==> src/rtl/fb_mem_arbiter.sv <==
// rtl/fb_mem_arbiter.sv - CPU / video scan-out arbiter for the single-port frame memory
// Optional CPU starvation guard: define FB_ARB_STARVE_GUARD_EN.
module fb_mem_arbiter #(
  parameter int ADDR_W       = 13,
  parameter int DATA_W       = 32,
  parameter int DEPTH        = 8000,
  parameter int BURST_MAX    = 16,
  parameter int STARVE_LIMIT = 8
) (
  input  logic                         clk,
  input  logic                         reset_n,
  input  logic [ADDR_W-1:0]            cpu_address,
  input  logic [DATA_W/8-1:0]          cpu_byteenable,
  input  logic                         cpu_read,
  input  logic                         cpu_write,
  input  logic [DATA_W-1:0]            cpu_writedata,
  output logic                         cpu_waitrequest,
  output logic [DATA_W-1:0]            cpu_readdata,
  output logic                         cpu_readdatavalid,
  input  logic [ADDR_W-1:0]            vid_address,
  input  logic [$clog2(BURST_MAX):0]   vid_burstcount,
  input  logic                         vid_read,
  output logic                         vid_waitrequest,
  output logic [DATA_W-1:0]            vid_readdata,
  output logic                         vid_readdatavalid,
  output logic [ADDR_W-1:0]            mem_address,
  output logic [DATA_W/8-1:0]          mem_byteenable,
  output logic [DATA_W-1:0]            mem_writedata,
  output logic                         mem_chipselect,
  output logic                         mem_write,
  input  logic [DATA_W-1:0]            mem_readdata
);
  localparam int CNT_W = $clog2(BURST_MAX) + 1;
  localparam logic [ADDR_W-1:0] LAST_ADDR = ADDR_W'(DEPTH - 1);
  localparam logic [CNT_W-1:0]  MAX_CNT   = CNT_W'(BURST_MAX);
  localparam logic [CNT_W-1:0]  ONE_CNT   = CNT_W'(1);

  typedef enum logic {S_IDLE, S_VID} state_t;

  state_t              r_state, w_state_nxt;
  logic [CNT_W-1:0]    r_count, w_count_nxt;
  logic [ADDR_W-1:0]   r_addr, w_addr_nxt;
  logic                r_cpu_rdv, r_vid_rdv;
  logic                w_cpu_req, w_force_cpu;
  logic                w_cpu_grant, w_vid_grant, w_vid_issue;
  logic [CNT_W-1:0]    w_bc;
  logic [ADDR_W-1:0]   w_issue_addr, w_issue_addr_inc;

  assign w_cpu_req        = cpu_read | cpu_write;
  assign w_issue_addr     = (r_state == S_VID) ? r_addr : vid_address;
  assign w_issue_addr_inc = (w_issue_addr == LAST_ADDR) ? '0 : w_issue_addr + ADDR_W'(1);

  always_comb begin
    if (vid_burstcount == '0)         w_bc = ONE_CNT;
    else if (vid_burstcount > MAX_CNT) w_bc = MAX_CNT;
    else                               w_bc = vid_burstcount;
  end

`ifdef FB_ARB_STARVE_GUARD_EN
  localparam int STV_W = $clog2(STARVE_LIMIT + 1);
  localparam logic [STV_W-1:0] STV_MAX = STV_W'(STARVE_LIMIT);
  logic [STV_W-1:0] r_starve;

  assign w_force_cpu = w_cpu_req && (r_starve == STV_MAX);

  always_ff @(posedge clk or negedge reset_n) begin
    if (!reset_n)                             r_starve <= '0;
    else if (w_cpu_grant)                     r_starve <= '0;
    else if (w_cpu_req && r_starve != STV_MAX) r_starve <= r_starve + STV_W'(1);
  end
`else
  assign w_force_cpu = 1'b0;
`endif

  // r_count holds the beats still to issue once in S_VID, including the current one.
  always_comb begin
    w_state_nxt = r_state;
    w_count_nxt = r_count;
    w_addr_nxt  = r_addr;
    w_cpu_grant = 1'b0;
    w_vid_grant = 1'b0;
    w_vid_issue = 1'b0;
    case (r_state)
      S_IDLE: begin
        if (vid_read && !w_force_cpu) begin
          w_vid_grant = 1'b1;
          w_vid_issue = 1'b1;
          w_count_nxt = w_bc - ONE_CNT;
          w_addr_nxt  = w_issue_addr_inc;
          if (w_bc > ONE_CNT) w_state_nxt = S_VID;
        end else if (w_cpu_req) begin
          w_cpu_grant = 1'b1;
        end
      end
      S_VID: begin
        w_vid_issue = 1'b1;
        w_count_nxt = r_count - ONE_CNT;
        w_addr_nxt  = w_issue_addr_inc;
        if (r_count == ONE_CNT) w_state_nxt = S_IDLE;
      end
      default: w_state_nxt = S_IDLE;
    endcase
  end

  assign cpu_waitrequest = !(reset_n && w_cpu_grant);
  assign vid_waitrequest = !(reset_n && w_vid_grant);

  always_comb begin
    mem_address    = w_issue_addr;
    mem_byteenable = '1;
    mem_writedata  = cpu_writedata;
    mem_chipselect = 1'b0;
    mem_write      = 1'b0;
    if (reset_n) begin
      if (w_cpu_grant) begin
        mem_address    = cpu_address;
        mem_byteenable = cpu_byteenable;
        mem_chipselect = 1'b1;
        mem_write      = cpu_write;
      end else if (w_vid_issue) begin
        mem_chipselect = 1'b1;
      end
    end
  end

  always_ff @(posedge clk or negedge reset_n) begin
    if (!reset_n) begin
      r_state   <= S_IDLE;
      r_count   <= '0;
      r_addr    <= '0;
      r_cpu_rdv <= 1'b0;
      r_vid_rdv <= 1'b0;
    end else begin
      r_state   <= w_state_nxt;
      r_count   <= w_count_nxt;
      r_addr    <= w_addr_nxt;
      r_cpu_rdv <= w_cpu_grant && cpu_read && !cpu_write;
      r_vid_rdv <= w_vid_issue;
    end
  end

  assign cpu_readdatavalid = r_cpu_rdv;
  assign vid_readdatavalid = r_vid_rdv;
  assign cpu_readdata      = mem_readdata;
  assign vid_readdata      = mem_readdata;

endmodule

==> config.mk <==
export PLATFORM = sky130hd
export DESIGN_NAME = fb_mem_arbiter
export DESIGN_NICKNAME = d
export VERILOG_FILES = /design/src/rtl/fb_mem_arbiter.sv
export SDC_FILE = /design/constraint.sdc
export NUM_CORES = 1
export LEC_CHECK = 0
export ABC_AREA = 1
export BUFFER_PORTS_ARGS = -buffer_cell sky130_fd_sc_hd__buf_2
export CORE_ASPECT_RATIO = 0.8
export CORE_MARGIN = 2
export CORE_UTILIZATION = 34
export CTS_CLUSTER_DIAMETER = 60
export DETAILED_ROUTE_END_ITERATION = 10
export PLACE_DENSITY = 0.78
export SLEW_MARGIN = 0
export SYNTH_ARGS = -nofsm -noshare
export SYNTH_HDL_FRONTEND = slang
export SYNTH_SLANG_ARGS = --single-unit
==> constraint.sdc <==
create_clock -name clk -period 1.7 [get_ports clk]
set_input_delay 0 -clock clk [delete_from_list [all_inputs] [get_ports clk]]
set_output_delay 0 -clock clk [all_outputs]
set_load 0.05 [all_outputs]
==> metrics.cfg <==
[finish]
final_net_count=479
final_layout_size_suffix_gt1_share_pct=43.90
num_antenna_cells=0
final_util_pct=43.68
syn_to_final_growth_pct=23.89
finalInstanceArea_um2=3010

[worst_setup_path]
rr_startpoint=r_state
reg2reg_slack_ns=-0.07
worstPathArrival_ns=1.82
endpoint_kind=output port
cp-start-kind=register
crit_fanout=8
critPathKind=reg -> out
critPathRequiredTime_ns=1.70
r2r_end=r_addr[0]
rr_worst_depth=10

[synthesis]
synth-simple-area-share_pct=27.65
yosysTopAreaCellShare_pct=30.28
ys_seq_elements=21
synth.area.top_cells=buf_4, dfrtp_1, nand2_1
ys.warnings.count=0
yosysUniqueCellTypes=30
synth_fp_nets=479
synth_compound_area_share_pct=9.423
syn_area_um2=2430
ys_seq_area_share_pct=21.63
synth_top_area_cell=buf_4
synth-xor-area-share_pct=1.802
muxShareOfSynthArea_pct=0
synth-adder-area-share_pct=2.575
synth_top_family_by_area=buffers and inverters
syn_inst=370
syn_area_per_cell_um2=6.567

[flow_run]
drv_cap=0

[global_route]
grt_pass1_wl_um=10520
grt_max_degree=23
overflow=0
grt_use_total_pct=16.88
antenna_found_initial=0
grt_pass1_vias=2141

[routing]
wl_um=7308
drcViolationCount=0
dr.pass1.iters=4
num_vias=2294
viasPerCell=5.031
antenna_left=0
wl_per_cell_um=16.03
drtIter0Drc=210

[clock_tree]
cts_buffers=3
htreeDepth=1
cts.sinks=21
clk_pin_slew_ns=0.09
clk_latency_ns=0.28
clk_path_buf_depth=2
cts_tree=yes
cts_root_buf=clkbuf_8

[sta]
clock_skew_ns=0.003500
hold-worst-slack_ns=0.00001930
fin_ws_ns=-0.1161
max_slew.worst_pin.slew_ns=0.2970
hold_viol=0
slew_headroom_pct=79.99
rsz0062_at_grt=true
post-route-min-period_ns=1.816
maxSlewViolCount=0
setup_viol=28
fin_crit_sh_pct=106.8
fmax_mhz=550.6

[place]
dp_hpwl_um=5013
place_congestion=0.9913
numPortBuffers=62
postPlaceCellArea_um2=2275
pre_cts_ws_ns=-0.05750

[floorplanning]
die_h_um=79.61
io_pins=223
core_um2=6892
initial_utilization_pct=35.26
row_count=27
die_area_um2=7843
die_w_um=98.52

[pwr]
power.leakage_nw=1.459
p_sw_mw=2.878
p_comb_share_pct=77.0
powerDensity_nw_per_um2=1804
power_mw=5.430
swShare_pct=53.01
p_seq_share_pct=16.3
pwr-share-clk_pct=6.7
internal_power_mw=2.552
worst_ir_drop_vdd_mv=0.6381

[min_path]
hold_class=in -> out
hold_end=mem_writedata[9]
whs_path_depth=0
hp-start=cpu_writedata[9]

[run_status]
violations=negative setup slack
status=complete, but fails checks

[synth_stat cells, drive strengths merged]
library cell / number
nand2: 102
buf: 101
inv: 36
o21ai: 28
nor2: 24
dfrtp: 21
nand3: 15
nand4: 10
a21oi: 6
ha: 5
or2: 5
clkbuf: 3
xor2: 3
nor3: 2
xnor2: 2
a21boi: 1
a221oi: 1
a22o: 1
a31oi: 1
a41oi: 1
o221ai: 1
o22ai: 1
[layer usage]
layer | share of wire (%) | vias to the layer above | GRT usage (%) | wire length (um)
li1 | - | 1067 | - | -
met1 | 39 | 1038 | 20.36 | 2839
met2 | 47 | 157 | 26.73 | 3410
met3 | 12 | 32 | 8.319 | 862
met4 | 2.7 | 0 | 4.795 | 195
met5 | 0 | - | 0 | 0
[power groups by stage]
| stage | Combinational (mW) | Sequential (mW) | Clock, mW |
|---|---|---|---|
| detailed placement | 2.91 | 0.886 | 0 |
| finish | 4.18 | 0.885 | 0.362 |
| global placement | 2.87 | 0.874 | 0 |
| global route | 4.44 | 0.907 | 0.372 |
| CTS | 3.55 | 0.874 | 0.362 |
| floorplan | 2.65 | 0.870 | 0 |
[kinds of logic after synthesis]
logic type,count (synthesis)
flip-flops,21
AND/OR/NAND/NOR,158
XOR/XNOR,5
adder cells (fa/ha/maj),5
buffers and inverters,140
AO/OA/AOI/OAI,41
[registers in the layout, indices dropped and copies added, names as in the netlist]
name	count
vid_readdatavalid	1
cpu_readdatavalid	1
r_state	1
r_count	5
r_addr	13
[worst max-delay path by stage]
stage,startpoint,to,slack [ns],cells past startpoint
finish,r_state,mem_byteenable[3],-0.12,10
detailed placement,r_state,r_addr[8],-0.06,10
CTS,r_state,mem_byteenable[0],-0.13,10
floorplan,r_state,mem_address[0],-0.26,7
global placement,r_state,mem_address[12],-0.04,10
global route,r_state,r_addr[9],-0.23,11
[placed cells by master, fill, tap and decap left out, types with 5 or more instances in the layout]
cell type,synthesis,final
nand2_4,0,5
buf_6,0,19
nand2_2,1,8
or2_4,0,5
dfrtp_1,21,21
nand2_1,101,89
nor2_1,19,12
nor2_2,4,5
o21ai_2,1,5
buf_4,98,25
nand3_1,15,11
buf_2,3,42
o21ai_0,19,7
buf_8,0,6
nand4_1,10,10
inv_1,33,30
o21ai_4,0,12
nor2_4,1,7
[worst max-delay path, cell delays in order, from the launching register on]
cell     delay (ns)
dfrtp_1        0.41
buf_6          0.13
nor2_4         0.08
inv_2          0.05
a21oi_2        0.11
inv_2          0.06
nor2_4         0.14
buf_6          0.13
inv_6          0.04
or2_4          0.23
buf_8          0.15
[cell type report]
type                            count  area [um^2]
Sequential cell                    21        525.5
Inverter                           36        145.1
Timing Repair Buffer               99        832.0
Clock buffer                        3        41.29
Tap cell                           87        108.9
Multi-Input combinational cell    209         1353
Fill cell                         675         3881
Clock inverter                      1        5.005
[timing repair]
action | 4_1_cts | 5_1_grt
gates resized for setup | 91 | 50
hold endpoints to repair | 22 | 0
gates cloned | 2 | 1
hold buffers | 3 | 0
pin swaps | 7 | 19
buffers inserted | 6 | 4
setup endpoints to repair | 26 | 32
[per-stage QoR]
| stage | TNS [ns] | instances |
|---|---|---|
| 2_1_floorplan | -1.406 | 370 |
| 3_3_place_gp | -0.07890 | 437 |
| 3_5_place_dp | -0.2876 | 437 |
| 4_1_cts | -1.576 | 452 |
| 5_1_grt | -3.750 | 456 |
| 6_report | -1.816 | 456 |
No activity file was read; power rests on OpenSTA's default activity.
